## src/rtl/nonce_pkg.sv

```systemverilog
// rtl/nonce_pkg.sv - shared state encoding and default parameters for the nonce dispatcher
// Contents:
//   DEF_PIPE_LATENCY : default issue-to-hit latency of the hash pipeline
//   DEF_FIFO_DEPTH   : default golden-nonce buffer depth
//   DEF_GAP_CYCLES   : default minimum spacing of new_golden_nonce pulses
//   state_t          : dispatcher FSM states
package nonce_pkg;

    localparam int DEF_PIPE_LATENCY = 64;
    localparam int DEF_FIFO_DEPTH   = 4;
    localparam int DEF_GAP_CYCLES   = 256;

    typedef enum logic [1:0] {
        ST_IDLE  = 2'd0,
        ST_RUN   = 2'd1,
        ST_DRAIN = 2'd2,
        ST_DONE  = 2'd3
    } state_t;

endpackage

```

## src/rtl/nonce_hit_fifo.sv

```systemverilog
// rtl/nonce_hit_fifo.sv - synchronous hit buffer with push/pop/flush
// Ports:
//   hash_clk, reset_n : clock, asynchronous active-low reset
//   flush             : empty the buffer (overrides push/pop)
//   push, push_data   : write an entry; caller guarantees room (or a same-cycle pop)
//   pop               : drop the head entry; caller guarantees non-empty
//   head              : oldest entry
//   full, empty       : occupancy flags
module nonce_hit_fifo #(
    parameter int DEPTH = 4,
    parameter int WIDTH = 32
) (
    input  logic             hash_clk,
    input  logic             reset_n,
    input  logic             flush,
    input  logic             push,
    input  logic [WIDTH-1:0] push_data,
    input  logic             pop,
    output logic [WIDTH-1:0] head,
    output logic             full,
    output logic             empty
);

    localparam int AW = $clog2(DEPTH);

    logic [WIDTH-1:0] mem [DEPTH];
    logic [AW-1:0]    wr_ptr;
    logic [AW-1:0]    rd_ptr;
    logic [AW:0]      count;

    assign head  = mem[rd_ptr];
    assign full  = (count == (AW+1)'(DEPTH));
    assign empty = (count == '0);

    always_ff @(posedge hash_clk or negedge reset_n) begin
        if (!reset_n) begin
            wr_ptr <= '0;
            rd_ptr <= '0;
            count  <= '0;
        end else if (flush) begin
            wr_ptr <= '0;
            rd_ptr <= '0;
            count  <= '0;
        end else begin
            if (push) wr_ptr <= wr_ptr + 1'b1;
            if (pop)  rd_ptr <= rd_ptr + 1'b1;
            if (push && !pop)      count <= count + 1'b1;
            else if (!push && pop) count <= count - 1'b1;
        end
    end

    // When full with a simultaneous pop, wr_ptr == rd_ptr: the head is read
    // out this cycle before the slot is overwritten at the edge.
    always_ff @(posedge hash_clk) begin
        if (push && !flush) mem[wr_ptr] <= push_data;
    end

endmodule

```

## src/rtl/nonce_dispatcher.sv

```systemverilog
// rtl/nonce_dispatcher.sv - issues a nonce range to a hash pipeline and paces golden-nonce reports
// Optional feature: define NONCE_DISPATCHER_STATS_EN to build the per-job hit counter.
// Ports:
//   hash_clk, reset_n        : clock, asynchronous active-low reset
//   new_work, nonce_min/max  : start (or restart) a job over [nonce_min, nonce_max]
//   core_valid, core_nonce   : nonce issued to the pipeline
//   hit_valid, hit_nonce     : hit reported by the pipeline
//   golden_nonce             : last forwarded hit, held
//   new_golden_nonce         : one-cycle pulse on golden_nonce update
//   busy, exhausted          : RUN/DRAIN, DONE
//   hit_overflow, hit_count  : sticky drop flag, accepted hits this job
module nonce_dispatcher
    import nonce_pkg::*;
#(
    parameter int PIPE_LATENCY = DEF_PIPE_LATENCY,
    parameter int FIFO_DEPTH   = DEF_FIFO_DEPTH,
    parameter int GAP_CYCLES   = DEF_GAP_CYCLES
) (
    input  logic        hash_clk,
    input  logic        reset_n,
    input  logic        new_work,
    input  logic [31:0] nonce_min,
    input  logic [31:0] nonce_max,
    output logic        core_valid,
    output logic [31:0] core_nonce,
    input  logic        hit_valid,
    input  logic [31:0] hit_nonce,
    output logic [31:0] golden_nonce,
    output logic        new_golden_nonce,
    output logic        busy,
    output logic        exhausted,
    output logic        hit_overflow,
    output logic [15:0] hit_count
);

    localparam int LW = (PIPE_LATENCY < 1) ? 1 : $clog2(PIPE_LATENCY + 1);
    localparam int GW = (GAP_CYCLES < 1) ? 1 : $clog2(GAP_CYCLES + 1);

    state_t        state;
    logic [31:0]   nonce;
    logic [31:0]   nonce_last;
    logic [LW-1:0] drain_cnt;
    logic [LW-1:0] discard_cnt;
    logic [GW-1:0] gap_cnt;

    logic          fifo_full;
    logic          fifo_empty;
    logic [31:0]   fifo_head;
    logic          push_req;
    logic          push_ok;
    logic          pop;

    assign core_valid = (state == ST_RUN);
    assign core_nonce = nonce;
    assign busy       = (state == ST_RUN) || (state == ST_DRAIN);
    assign exhausted  = (state == ST_DONE);

    // new_work flushes the buffer, so nothing is pushed or popped that cycle.
    assign push_req = hit_valid && (discard_cnt == '0) && !new_work;
    assign pop      = !fifo_empty && (gap_cnt == '0) && !new_work;
    assign push_ok  = push_req && (!fifo_full || pop);

    always_ff @(posedge hash_clk or negedge reset_n) begin
        if (!reset_n) begin
            state      <= ST_IDLE;
            nonce      <= '0;
            nonce_last <= '0;
            drain_cnt  <= '0;
        end else if (new_work) begin
            // Same handling in every state: a job in flight is simply abandoned.
            nonce_last <= nonce_max;
            drain_cnt  <= '0;
            if (nonce_min <= nonce_max) begin
                state <= ST_RUN;
                nonce <= nonce_min;
            end else begin
                state <= ST_DONE;
            end
        end else begin
            case (state)
                ST_RUN: begin
                    // Compare before incrementing so nonce_max = FFFFFFFF never wraps.
                    if (nonce == nonce_last) begin
                        state     <= ST_DRAIN;
                        drain_cnt <= LW'(PIPE_LATENCY);
                    end else begin
                        nonce <= nonce + 32'd1;
                    end
                end
                ST_DRAIN: begin
                    if (drain_cnt <= LW'(1)) state <= ST_DONE;
                    if (drain_cnt != '0) drain_cnt <= drain_cnt - 1'b1;
                end
                default: ;
            endcase
        end
    end

    // Hits still in the pipeline from an abandoned job are ignored for one pipeline latency.
    always_ff @(posedge hash_clk or negedge reset_n) begin
        if (!reset_n)               discard_cnt <= '0;
        else if (new_work)          discard_cnt <= LW'(PIPE_LATENCY);
        else if (discard_cnt != '0) discard_cnt <= discard_cnt - 1'b1;
    end

    always_ff @(posedge hash_clk or negedge reset_n) begin
        if (!reset_n) begin
            golden_nonce     <= '0;
            new_golden_nonce <= 1'b0;
            gap_cnt          <= '0;
        end else begin
            new_golden_nonce <= pop;
            if (pop) begin
                golden_nonce <= fifo_head;
                gap_cnt      <= GW'(GAP_CYCLES - 1);
            end else if (gap_cnt != '0) begin
                gap_cnt <= gap_cnt - 1'b1;
            end
        end
    end

    always_ff @(posedge hash_clk or negedge reset_n) begin
        if (!reset_n)                 hit_overflow <= 1'b0;
        else if (new_work)            hit_overflow <= 1'b0;
        else if (push_req && !push_ok) hit_overflow <= 1'b1;
    end

`ifdef NONCE_DISPATCHER_STATS_EN
    logic [15:0] hit_cnt_q;

    always_ff @(posedge hash_clk or negedge reset_n) begin
        if (!reset_n)                            hit_cnt_q <= '0;
        else if (new_work)                       hit_cnt_q <= '0;
        else if (push_ok && hit_cnt_q != 16'hFFFF) hit_cnt_q <= hit_cnt_q + 16'd1;
    end

    assign hit_count = hit_cnt_q;
`else
    assign hit_count = '0;
`endif

    nonce_hit_fifo #(
        .DEPTH (FIFO_DEPTH),
        .WIDTH (32)
    ) u_fifo (
        .hash_clk  (hash_clk),
        .reset_n   (reset_n),
        .flush     (new_work),
        .push      (push_ok),
        .push_data (hit_nonce),
        .pop       (pop),
        .head      (fifo_head),
        .full      (fifo_full),
        .empty     (fifo_empty)
    );

endmodule

```

## config.mk

```make
export PLATFORM = sky130hd
export DESIGN_NAME = nonce_dispatcher
export DESIGN_NICKNAME = d
export VERILOG_FILES = /design/src/rtl/nonce_pkg.sv /design/src/rtl/nonce_hit_fifo.sv /design/src/rtl/nonce_dispatcher.sv
export SDC_FILE = /design/constraint.sdc
export NUM_CORES = 1
export LEC_CHECK = 0
export BUFFER_PORTS_ARGS = -buffer_cell sky130_fd_sc_hd__buf_4
export CORE_MARGIN = 2
export CORE_UTILIZATION = 50
export DETAILED_ROUTE_END_ITERATION = 7
export PLACE_DENSITY = 0.67
export SLEW_MARGIN = 25
export SYNTH_ARGS = -nofsm -noshare
export SYNTH_HDL_FRONTEND = slang
export SYNTH_SLANG_ARGS = --single-unit
```

## constraint.sdc

```tcl
create_clock -name hash_clk -period 4.3 [get_ports hash_clk]
set_input_delay 1.29 -clock hash_clk [delete_from_list [all_inputs] [get_ports hash_clk]]
set_output_delay 1.29 -clock hash_clk [all_outputs]
set_load 0.005 [all_outputs]
```

# Yosys cells after proc, flatten, opt, wreduce, memory -nomap -nowiden
# Memory sizes are Yosys's and may differ from the RTL's. A register that Yosys moved wholly into a read port is not among the register bits.
# Index checks and enable logic that the tools add are counted.
[classes]
n_addsub = 8
order_cmp = 2
n_eq_ne = 10
n_mux = 28
n_reduce_logical = 34
[ops]
columns = ["operator", "count"]
rows = [
  ["2-to-1 mux 32 bit", 4],
  ["2-to-1 mux 7 bit", 5],
  ["adder 32 x 1 -> 32 bit (second input constant)", 1],
  ["equality test 32 bit", 1],
  ["less-or-equal comparator 32 bit", 1],
  ["2-to-1 mux 9 bit", 2],
  ["2-to-1 mux 2 bit", 8],
  ["case mux 7 bit (2 select lines)", 1],
  ["nonzero test 7 bit", 2],
  ["subtractor 7 x 1 -> 7 bit (second input constant)", 2],
  ["nonzero test 2 bit", 6],
  ["logical AND 1 bit", 9],
  ["zero test 9 bit", 1],
  ["2-to-1 mux 3 bit", 3],
  ["!= test 3 x 2 -> 1 bit (second input constant)", 3],
  ["AND reduction 3 bit", 3],
  ["nonzero test 9 bit", 1],
  ["subtractor 9 x 1 -> 9 bit (second input constant)", 1],
  ["less-or-equal comparator 7 x 1 -> 1 bit (second input constant)", 1],
  ["zero test 7 bit", 1],
  ["zero test 1 bit", 6],
  ["nonzero test 3 bit", 2],
  ["adder 2 x 1 -> 2 bit (second input constant)", 2],
  ["equality test 2 bit (second input constant)", 2],
  ["10 further kinds", 14],
]
[totals]
ff_bits = 98
ram_bits = 128
input_bits = 100
out_inout_bits = 85
word_cells = 94
n_memories = 1
[mem_list]
columns = ["name", "depth", "width", "read_ports", "rd_ports_with_merged_regs", "write_ports", "line", "text"]
rows = [
  ["u_fifo.mem", 4, 32, 1, 1, 1, "nonce_hit_fifo.sv:26", "logic [WIDTH-1:0] mem [DEPTH];"],
]

# Logic depth before layout (Yosys ltp)
# Gate-level depths: netlist (run 1).
[depth]
ltp_word = 11
ltp_mapped = 14
depth_no_buf = 13

# Cells and area by module
# From an unflattened synthesis (run 1), not the netlist that was laid out.
[hier_totals]
cells_unflattened = 950
area_unflattened_um2 = 12841.1
[by_module_without_submodules]
columns = ["module", "instances", "cells_per_inst", "area_per_inst_um2", "seq_area_each_um2"]
rows = [
  ["nonce_dispatcher", 1, 738, 7743.7, 3078.0],
  ["nonce_hit_fifo", 1, 212, 5097.4, 4018.9],
]

# Worst setup path after synthesis (run 1)
# No wires, ideal clock.
[synth_path]
path_type = "input to register"
from = "input port nonce_max[17]"
to = "register nonce[12] (netlist: core_nonce[12])"
setup_ns = 0.104
arrival_time_ns = 3.423
required_time_ns = 4.196
path_slack_ns = 0.773
path_stages = 11
path_buffers = 2
path_cell_list = "inv_1 -> ha_1 -> a211oi_1 -> o21ai_0 -> a21oi_1 -> or4_1 -> o21ba_1 -> clkbuf_1 -> clkbuf_1 -> nor3_1 -> a221oi_1"
[synth_between]
elab_chain_len = 3
[synth_rtl]
columns = ["item", "line", "text"]
rows = [
  ["start: declaration", "nonce_dispatcher.sv:23", "input logic [31:0] nonce_max,"],
  ["less-or-equal comparator 32 bit", "nonce_dispatcher.sv:73", "if (nonce_min <= nonce_max) begin"],
  ["!= test 2 x 1 -> 1 bit (no line)", "n/a", ""],
  ["AND reduction 3 bit (no line)", "n/a", ""],
  ["end signal: assignment", "nonce_dispatcher.sv:75", "nonce <= nonce_min;"],
  ["end signal: assignment", "nonce_dispatcher.sv:87", "nonce <= nonce + 32'd1;"],
  ["end: declaration", "nonce_dispatcher.sv:40", "logic [31:0] nonce;"],
]
# Every way passes these cells.
# A chain may end at the register's enable or synchronous reset.

# Worst setup path after layout (run 1)
[layout_path]
from = "input port nonce_min[11]"
to = "register nonce[0] (netlist: core_nonce[0])"
[layout_between]
elab_chain_len = 3
[layout_rtl]
columns = ["item", "line", "text"]
rows = [
  ["start: declaration", "nonce_dispatcher.sv:22", "input logic [31:0] nonce_min,"],
  ["less-or-equal comparator 32 bit", "nonce_dispatcher.sv:73", ""],
  ["!= test 2 x 1 -> 1 bit (no line)", "n/a", ""],
  ["AND reduction 3 bit (no line)", "n/a", ""],
]
# Every way passes these cells.

==> results.md, run 1 <==
- Outcome: complete, no violations
- Top flip-flop cell by instance count after synthesis: sky130_fd_sc_hd__dfrtp_1
- Synth area leader: sky130_fd_sc_hd__edfxtp_1
- Number of design rule violations left after detail routing: 0
- Ant. Diodes: 0
- Number of buffers created by CTS: 28
- Final setup violation count: 0
- Routed met2 length: roughly 14000 microns
- Final hold vios: 0
- Total power divided by cell area: 417.6 nW/um^2
- Chip Width: between 150 and 200 microns
- Launch point of the worst reg-to-reg path: core_nonce[30]$_DFFE_PN0P_
- Die Height: between 150 and 200 microns
- First-pass GRT wire length: ~48000 microns
- Final critical-path setup slack: 0.6696 ns
- Maximum clock frequency: 275.5 MHz
- Comb power frac: about 15%
- Crit Path Category: in2reg
- Sinks on the clock net: 258
- Leakage power figure: 6.353 nW
- Worst min-delay path class: reg2reg
- Total Neg Setup Slack: 0 ns
- Largest net degree at the start of global routing: 74
- Fraction of power spent switching nets: a little over a quarter
- Mean routed wirelength per cell: between 15 and 20 microns
- Worst-Margin Slew: approximately 0.96 ns
- Core area: around 24000 sq um
- Nets: 1336
- Launch point of the critical path: nonce_min[11]
- Max Cap Violations: 0
- Via count: 8535
- Fin Clk Skew: 0.03355 ns
- Worst-Skew Late Latency: ~0.56 ns
- Remaining antenna violation count after routing: 0
- Die area: about 26000 sq um
- Initial drt markers: roughly 760
- Internal power summed over all cells: 4.549 mW
- Post-detailed-route via-to-cell ratio: between 5 and 6
- Synth Area per Inst: 12.21 sq um
- Total global routing overflow: 0
- Required time worst endpoint: about 4.7 ns
- Post-CTS Setup Repair Bufs: 0
- Max transition margin: between 30 and 40%
- Share of post-route cells with drive strength above 1: 26.88%
- Global Route Usage Sum: a little under a quarter
- Slew Viols, Final: 0
- CTS Root Buffer Type: sky130_fd_sc_hd__clkbuf_16
- Worst setup SP type: input port
- Clock network fraction of design power: 37.2%
- EDFF count, synth: 128
- Hold_sp: golden_nonce[14]$_DFFE_PN0P_
- Number of rows created at floorplan: 57
- CTS tree: done
- Number of buffers added on ports: around 170
- Summed area of non-filler cells in the final layout: approximately 15000 sq um
- Most numerous cell types in the synthesized netlist: sky130_fd_sc_hd__nand2_1 (142), sky130_fd_sc_hd__dfrtp_1 (130), sky130_fd_sc_hd__edfxtp_1 (128)
- Total number of yosys warnings: 0
- Wire length after detailed routing: between 30000 and 40000 microns
- Arr. time, crit path: ~4.0 ns
- Total routed wire length on the met1 layer: about 13000 microns
- Via count of the first global-routing pass: 8621
- Minimum clock period: approximately 3.6 ns
- Fraction of the cycle the final worst path needs: 84.43%
- Net switching power: approximately 1.6 mW
- Synthesized instance count: slightly above 1k
- Count of H-tree levels built during CTS: 1
- Clk slew on worst S/H paths: ~0.06 ns
- Highest cell delay on the worst timing path: 0.78 ns
- Setup repair after global routing missed its margin: no
- Post-synth cell types: 62
- Cell area after placement: approximately 14000 sq um
- Ordered cell list for the critical path: buf_4, ha_1, nand4_1, nor4_1, and4_1, or4_1, o21ba_1, o21ai_0, o221ai_1
- Cell with the most instances after synthesis: sky130_fd_sc_hd__nand2_1
- DP HPWL: ~21000 microns
- Synth area leaders: sky130_fd_sc_hd__edfxtp_1 (31%), sky130_fd_sc_hd__dfrtp_1 (26%), sky130_fd_sc_hd__mux4_2 (5.9%)
- I/O pins: 185
- Area Growth Syn to Fin: 20.51%
- Uppermost layer routed: met4
- Total iterations of the first detailed-routing run: 5
- Hold_buf cts: 0
- Final GP Congestion: around 0.9
- Met3 Routed Length: roughly 2100 microns
- Endpoint kind of the worst setup timing path: flop
- Count of fill cells added during filler insertion: roughly 2k
- Sequential element share of the synthesized area: ~58%
- Crit Path Max Fanout: 6
- Crit-path slowest cell: sky130_fd_sc_hd__o21ai_0
- Core occupancy in the finished layout: slightly above 60%
- Worst-case clock buffer depth: 3
- Fraction of synthesized cell area taken by the top area cell type: 31.23%
- Sequential fraction of design power: a little under half
- Async set-reset flop share out of synthesis: about half
- Number of flip-flops and latches in the synthesized netlist: 258
- Cell area after technology mapping: about 12000 sq um
- Initial Util: 50.76%
- Cells resized by post-CTS repair: 0
- Post-placement worst setup slack: ~0.24 ns
- Antenna violations before repair: 0
- Worst-case vdd ir drop: roughly 330 uV
worst max-delay path: cells and delay by family:
kind,cells,cell delay [ns]
buffers and inverters,1,0.12
AOI/OAI and AO/OA,3,1.22
and+or+nand+nor,4,1.06
adders and majority gates,1,0.30
per-layer routing:
layer  global-route usage (%)  vias to the layer above
li1                         -                     3997
met1                    33.26                     4126
met2                    37.44                      343
met3                    4.184                       69
met4                    9.010                        0
met5                        0                        -
layout by cell type, fill, tap and decap left out, types with 6 or more instances in the layout:
master,instances
sky130_fd_sc_hd__clkbuf_16,28
sky130_fd_sc_hd__xnor2_1,12
sky130_fd_sc_hd__and2_1,9
sky130_fd_sc_hd__dfrtp_1,128
sky130_fd_sc_hd__o211ai_1,6
sky130_fd_sc_hd__a31oi_1,10
sky130_fd_sc_hd__and4_1,8
sky130_fd_sc_hd__buf_4,194
sky130_fd_sc_hd__nand2_1,142
sky130_fd_sc_hd__nand4_1,9
sky130_fd_sc_hd__nor2_1,60
sky130_fd_sc_hd__a211oi_1,10
sky130_fd_sc_hd__mux2i_1,8
sky130_fd_sc_hd__xor2_1,37
sky130_fd_sc_hd__o221a_2,12
sky130_fd_sc_hd__a21oi_1,21
sky130_fd_sc_hd__nor3_1,27
sky130_fd_sc_hd__clkinv_2,6
sky130_fd_sc_hd__clkbuf_1,8
sky130_fd_sc_hd__nor4_1,13
sky130_fd_sc_hd__mux2_2,34
sky130_fd_sc_hd__conb_1,16
sky130_fd_sc_hd__inv_1,58
sky130_fd_sc_hd__mux4_2,32
sky130_fd_sc_hd__o21ai_0,30
sky130_fd_sc_hd__or3_1,8
sky130_fd_sc_hd__ha_1,46
sky130_fd_sc_hd__edfxtp_1,128
sky130_fd_sc_hd__nand3_1,17
sky130_fd_sc_hd__and3_1,11
area by class of cell:
cell class	count	area (sq um)	area share (%)
clock buffers	37	744.5	5.019
multi-input cells	646	4743	31.98
clock inverters	13	148.9	1.004
repair buffers	195	1468	9.894
flip-flops and latches	258	7099	47.86
well taps	324	405.4	2.733
inverters	60	225.2	1.518
cell families after synthesis:
group / synth area share, %
buf+inv: 4.269
flops: 57.65
xor+xnor: 3.486
other cells: 0.03046
simple gates: 12.36
compound gates: 7.746
fa+ha+maj: 4.838
mux: 9.616
through the flow:
step,hold slack [ns],total power [mW],cells
finish,0.4762,6.194,1533
global route,0.4995,6.476,1533
CTS,0.4796,6.247,1533
detailed placement,0.4636,3.930,1483
global placement,0.4602,3.909,1483
floorplan,0.4698,3.472,1023
power by group through the flow:
stage | registers, mW | logic (mW) | clock network (mW)
finish | 2.95 | 0.939 | 2.30
floorplan | 2.93 | 0.542 | 0
global placement | 2.99 | 0.917 | 0
global route | 2.97 | 1.04 | 2.46
detailed placement | 2.99 | 0.936 | 0
CTS | 2.95 | 0.940 | 2.36
path summary, 6_finish.rpt:
path | end | slack [ns] | cells after the start
hold / removal | golden_nonce[14]$_DFFE_PN0P_ | 0.48 | 2
min in group asynchronous | nonce_last[23]$_DFFE_PN0P_ | 0.77 | 1
max in group asynchronous | gap_cnt[2]$_DFFE_PN0P_ | 2.74 | 2
setup reg to reg | core_nonce[21]$_DFFE_PN0P_ | 1.13 | 7
setup / recovery | core_nonce[0]$_DFFE_PN0P_ | 0.67 | 9
hold reg to reg | golden_nonce[14]$_DFFE_PN0P_ | 0.48 | 2
registers in the layout (all words and copies together) (netlist names), 3 cells and up:
name / flops
u_fifo.mem: 128
nonce_last: 32
golden_nonce: 32
discard_cnt: 7
gap_cnt: 9
core_nonce: 32
drain_cnt: 7
u_fifo.count: 3
(Power assumes the default switching activity.)
==> inputs of run 2 (changes only) <==
PLACE_DENSITY = 0.7   (was 0.67)
clock period = 3.2 ns   (was 4.3 ns; I/O delays follow)
==> run 2 against run 1 <==
Against the previous run:
- total power is 40% higher
- sequential share of layout area is 2.1 points lower
- combinational power grew 51%
- via count rose by 2.9%
- global-route usage shrank 0.33 points
- critical endpoint is now u_fifo.count[1]$_DFFE_PN0P_
==> results.md, run 2 (same netlist as run 1, synthesis figures left out) <==
- Count of H-tree levels built during CTS: 1
- Chip Width: ~160 microns
- Worst-Margin Slew: 0.9725 ns
- Clk slew on worst S/H paths: 0.05 ns
- Outcome: complete, no violations
- Die area: 25890 sq um
- Total instance count after detailed placement: between 1.5k and 2k
- Core area: approximately 24000 sq um
- Maximum clock frequency: between 300 and 400 MHz
- First-pass GRT wire length: ~48000 microns
- CTS tree: done
- Max Cap Violations: 0
- Worst-case vdd ir drop: ~430 uV
- Max transition margin: approximately a third
- Number of buffers added on ports: between 150 and 200
- Most common cell on crit path: sky130_fd_sc_hd__or4_4
- Via count: between 8k and 9k
- Highest cell delay on the worst timing path: ~0.58 ns
- Ant. Diodes: 0
- Final GP Congestion: roughly 0.9
- Count of placed standard cells in the final layout, fillers left out: around 1.6k
- Crit Path Category: reg2reg
- Number of rows created at floorplan: 57
- Worst min-delay path class: in2async
- Largest register FFs: between 100 and 150
- Number of design rule violations left after detail routing: 0
- Worst Reg-to-Reg Cells: 7
- Worst-Skew Late Latency: 0.57 ns
- Number of buffers created by CTS: 28
- Final critical-path setup slack: 0.1850 ns
- Initial drt markers: 526
- Cells resized by post-CTS repair: 0
- Sinks on the clock net: approximately 260
- Fraction of the cycle the final worst path needs: between 90% and 100%
- Final setup violation count: 0
- Largest net degree at the start of global routing: 59
- Ordered cell list for the critical path: or4_4, or4_4, a211o_1, nor3_1, fa_1, nor2b_1, a211oi_1
- Total iterations of the first detailed-routing run: 4
- Nets: 1399
- Endpoint kind of the worst setup timing path: flop
- Remaining antenna violation count after routing: 0
- Most frequent standard cell in the layout excluding fill and tap cells: sky130_fd_sc_hd__buf_4
- Number of buffers and inverters on the critical path: 0
- Post-CTS Setup Repair Bufs: 0
- Initial Util: ~51%
- Post-detailed-route via-to-cell ratio: 5.497
- Final hold vios: 0
- Top cell family by delay on the critical path: simple AND/OR/NAND/NOR gates
- Crit Path Max Fanout: 9
- Antenna violations before repair: 0
- Worst setup SP type: flop
- I/O pins: around 190
- Arr. time, crit path: 3.45 ns
- Cell depth of the worst setup path: 7
- Mean routed wirelength per cell: ~19 microns
- Share of post-route cells with drive strength above 1: a little under a third
- Leakage power figure: 6.737 nW
- Total Neg Setup Slack: 0 ns
- DP HPWL: 21110 microns
- Commonest non-fill, non-tap cells in the layout: sky130_fd_sc_hd__buf_4 (249), sky130_fd_sc_hd__nand2_1 (142), sky130_fd_sc_hd__dfrtp_1 (129)
- Crit-path slowest cell: sky130_fd_sc_hd__or4_4
- Post-placement worst setup slack: -0.3341 ns
- Register with the most flip-flops: u_fifo.mem
- Area Growth Syn to Fin: 25.92%
- Setup repair after global routing missed its margin: no
- Total global routing overflow: 0
- CTS Root Buffer Type: sky130_fd_sc_hd__clkbuf_16
- Die Height: between 150 and 200 microns
- Worst-case clock buffer depth: 3
- Via count of the first global-routing pass: 8924
- Required time worst endpoint: roughly 3.6 ns
- Hold_buf cts: 0
- Slew Viols, Final: 0
- Wire length after detailed routing: about 30000 microns
- Fin Clk Skew: roughly 0.04 ns
- Total power divided by cell area: between 500 and 600 nW/um^2
- Global Route Usage Sum: a little under a quarter
- Minimum clock period: roughly 3.0 ns
[run 2: cell count changes in the layout (fill, tap and decap cells not counted), sizes merged]
cell      delta
bufinv       +1
clkinvlp     -1
buf         +63
clkinv       -1
clkbuf       +2
[run 2: metrics by stage]
stage	cell area, sq um	power [mW]	hold WS [ns]	util, %
after floorplan	12370	4.666	0.4698	-
after global placement	14520	5.356	0.4619	59.87
after detailed placement	14520	5.392	0.4633	59.87
after CTS	15500	8.745	0.3677	63.92
after global routing	15500	9.063	0.4005	63.92
final	15500	8.676	0.3893	63.92
[run 2: cell type report]
type,count,area [sq um]
multi-input cells,646,4748
well taps,324,405.4
clock inverters,12,160.2
fillers,1898,8748
clock buffers,39,822.0
inverters,60,225.2
repair buffers,258,2041
flip-flops and latches,258,7098
[run 2: worst reg2reg max path, cell delays in order (launching register included)]
cell                       delay [ns]
sky130_fd_sc_hd__dfrtp_1         0.40
sky130_fd_sc_hd__or4_4           0.57
sky130_fd_sc_hd__or4_4           0.58
sky130_fd_sc_hd__a211o_1         0.35
sky130_fd_sc_hd__nor3_1          0.23
sky130_fd_sc_hd__fa_1            0.45
sky130_fd_sc_hd__nor2b_1         0.14
sky130_fd_sc_hd__a211oi_1        0.21
[run 2: worst paths after layout]
kind                                              start                           end  slack, ns
min in group hash_clk      golden_nonce[15]$_DFFE_PN0P_  golden_nonce[15]$_DFFE_PN0P_       0.47
max in group asynchronous                       reset_n  u_fifo.rd_ptr[0]$_DFFE_PN0P_       2.05
min reg2reg                golden_nonce[15]$_DFFE_PN0P_  golden_nonce[15]$_DFFE_PN0P_       0.47
max reg2reg                      gap_cnt[4]$_DFFE_PN0P_   u_fifo.count[1]$_DFFE_PN0P_       0.19
max                              gap_cnt[4]$_DFFE_PN0P_   u_fifo.count[1]$_DFFE_PN0P_       0.19
min                                             reset_n    nonce_last[23]$_DFFE_PN0P_       0.39
[run 2: routing by layer]
layer  vias to the layer above  routed length [microns]  track usage, %
met3                        54                     2130           5.191
met4                         0                      899           7.386
met5                         -                        0               0
met1                      4314                    12410           30.60
li1                       4120                        -               -
met2                       291                    14570           39.29
[run 2: power breakdown]
group / total, mW / switching [mW] / internal, mW / leakage [nW]
registers: 3.93 / 0.244 / 3.68 / 2.78
clock network: 3.33 / 1.30 / 2.03 / 0.485
logic: 1.42 / 0.700 / 0.716 / 3.47
==> inputs of run 3 (changes only) <==
CELL_PAD_IN_SITES_DETAIL_PLACEMENT = 1   (was not set)
CELL_PAD_IN_SITES_GLOBAL_PLACEMENT = 2   (was not set)
CORE_ASPECT_RATIO = 0.5   (was not set)
CORE_UTILIZATION = 35   (was 50)
PLACE_DENSITY = 0.73   (was 0.7)
clock period = 2.7 ns   (was 3.2 ns; I/O delays follow)
==> run 3 against run 2 <==
Against the previous run:
- the run now ends with negative setup slack left
- die area rose by 42%
- cell area rose by 6.1%
- clock skew fell by 0.025 ns
- global-route usage fell by 3.6 points
- critical path depth rose by 2
- sequential share of layout area fell by 2.6 points
- worst setup slack got worse by 0.25 ns
- flip-flop and latch count did not move
- clock-buffer cell count fell by 7
- total power rose by 21%
- non-clock buffer count rose by 42
- critical path type unchanged
- critical endpoint is now u_fifo.count[2]$_DFFE_PN0P_
- largest cell class unchanged
==> results.md, run 3 (same netlist as run 1, synthesis figures left out) <==
- Outcome: complete, but fails checks
- Violated checks: negative setup slack
- Sinks on the clock net: approximately 260
- Final critical-path setup slack: -0.06623 ns
- CTS tree: done
- Minimum clock period: between 2 and 3 ns
- Via count of the first global-routing pass: 9937
- Max Cap Violations: 0
- Number of design rule violations left after detail routing: 0
- Arr. time, crit path: about 3.2 ns
- Nets: 1439
- Total iterations of the first detailed-routing run: 4
- DP HPWL: roughly 26000 microns
- Antenna violations before repair: 0
- Worst-case clock buffer depth: 3
- Setup repair after global routing missed its margin: yes
- Worst min-delay path class: in2async
- Number of rows created at floorplan: 48
- Worst-Skew Late Latency: between 0.5 and 0.6 ns
- Worst-case vdd ir drop: approximately 420 uV
- Worst setup SP type: flop
- Die area: between 30000 and 40000 sq um
- Number of buffers created by CTS: 26
- Chip Width: approximately 270 microns
- I/O pins: between 150 and 200
- Most frequent standard cell in the layout excluding fill and tap cells: sky130_fd_sc_hd__buf_4
- Via count: around 9k
- Initial Util: between 30% and 40%
- Area Growth Syn to Fin: 33.60%
- Crit Path Category: reg2reg
- Post-detailed-route via-to-cell ratio: approximately 5.0
- Fraction of the cycle the final worst path needs: 102.5%
- Total power divided by cell area: between 600 and 700 nW/um^2
- Ordered cell list for the critical path: or4_4, or4_4, a211o_4, nor3_4, fa_2, and3_4, nor2_4, xnor2_1, and2_1
- Commonest non-fill, non-tap cells in the layout: sky130_fd_sc_hd__buf_4 (279), sky130_fd_sc_hd__nand2_1 (139), sky130_fd_sc_hd__dfrtp_1 (129)
- Ant. Diodes: 0
- Count of H-tree levels built during CTS: 1
- Largest register FFs: ~130
- Core occupancy in the finished layout: a little under half
- CTS Root Buffer Type: sky130_fd_sc_hd__clkbuf_16
- Final hold vios: 0
- Wire length after detailed routing: about 36000 microns
- Final GP Congestion: 0.8413
- Maximum clock frequency: ~360 MHz
- Max transition margin: approximately 58%
- Share of post-route cells with drive strength above 1: roughly 37%
- Worst-Margin Slew: between 0.6 and 0.7 ns
- Mean routed wirelength per cell: ~20 microns
- Global Route Usage Sum: between 10% and 20%
- Post-placement worst setup slack: -0.5181 ns
- Count of fill cells added during filler insertion: about 3.6k
- Highest cell delay on the worst timing path: about 0.56 ns
- Worst Reg-to-Reg Cells: 9
- Largest net degree at the start of global routing: between 50 and 60
- Die Height: 136.6 microns
- FF/Latch Area: 7098 sq um
- Initial drt markers: roughly 370
- Total global routing overflow: 0
- First-pass GRT wire length: ~57000 microns
- Clk slew on worst S/H paths: ~0.070 ns
- Most common cell on crit path: sky130_fd_sc_hd__or4_4
- Area of the multi-input gates: ~5100 sq um
- Crit Path Max Fanout: 4
- Endpoint kind of the worst setup timing path: flop
- Crit-path slowest cell: sky130_fd_sc_hd__or4_4
- Number of buffers added on ports: 168
- Slew Viols, Final: 0
- Fin Clk Skew: between 0.01 and 0.015 ns
- Remaining antenna violation count after routing: 0
- Register with the most flip-flops: u_fifo.mem
- Final total power: 10.53 mW
- Leakage power figure: between 6 and 7 nW
- Required time worst endpoint: between 3 and 4 ns
- Final setup violation count: 2
- Core area: 34530 sq um
-- run 3: cell count changes in the layout (fill, tap and decap cells not counted), sizes merged --
cell	previous run	this run
clkinv	8	10
buf	258	300
inv	61	60
clkinvlp	0	2
bufinv	3	4
clkbuf	39	32
-- run 3: per-stage QoR --
step           TNS (ns)  cells  instance area [sq um]  hold slack [ns]
6_report        -0.1105   1787                  16450           0.2015
5_1_grt          -5.021   1787                  16450           0.2180
3_5_place_dp     -35.36   1737                  15460           0.4637
4_1_cts         -0.7636   1786                  16420           0.2053
2_1_floorplan    -15.93   1023                  12710           0.4698
3_3_place_gp     -27.36   1737                  15460           0.4587
-- run 3: report_power, final --
group | switching (mW) | leakage [nW] | internal (mW)
sequential | 0.193 | 2.78 | 4.36
combinational | 1.05 | 3.74 | 1.02
clock | 1.66 | 0.447 | 2.25
total | 2.90 | 6.96 | 7.63
-- run 3: worst max-delay path: cells and delay by family, from the launching register on --
family | cells | cell delay, ns
xor gates and xnor gates | 1 | 0.12
AOI/OAI and AO/OA | 1 | 0.38
DFF | 1 | 0.39
adders and majority gates | 1 | 0.23
and+or+nand+nor | 6 | 1.56
-- run 3: repair_timing --
item / CTS / global route
hold buffers: 0 / 0
pin swaps: 4 / 0
buffers inserted: 1 / 1
cloned: 0 / 0
setup endpoints to repair: 135 / 154
resized for setup: 9 / 3
-- run 3: area by class of cell --
class	count	area share, %
repair buffers	300	15.24
multi-input cells	646	30.92
clock buffers	32	4.276
flip-flops and latches	258	43.16
clock inverters	16	1.271
inverters	60	1.522
well taps	475	3.614
-- run 3: path summary, 6_finish.rpt --
| check | start | to | slack [ns] |
|---|---|---|---|
| setup reg to reg | gap_cnt[5]$_DFFE_PN0P_ | u_fifo.count[2]$_DFFE_PN0P_ | -0.07 |
| hold reg to reg | golden_nonce[4]$_DFFE_PN0P_ | golden_nonce[4]$_DFFE_PN0P_ | 0.48 |
| min in group hash_clk | hit_nonce[4] | u_fifo.mem[2][4]$_DFFE_PP_ | 0.44 |
| hold / removal | reset_n | golden_nonce[17]$_DFFE_PN0P_ | 0.20 |
| setup / recovery | gap_cnt[5]$_DFFE_PN0P_ | u_fifo.count[2]$_DFFE_PN0P_ | -0.07 |
| max in group asynchronous | reset_n | nonce_last[29]$_DFFE_PN0P_ | 1.83 |
-- run 3: routing by layer --
metal	global-route usage (%)	up-vias	routed length, microns
li1	-	4191	-
met1	24.55	4529	15120
met2	37.11	133	18580
met3	2.807	40	1200
met4	4.407	0	643
met5	0	-	0
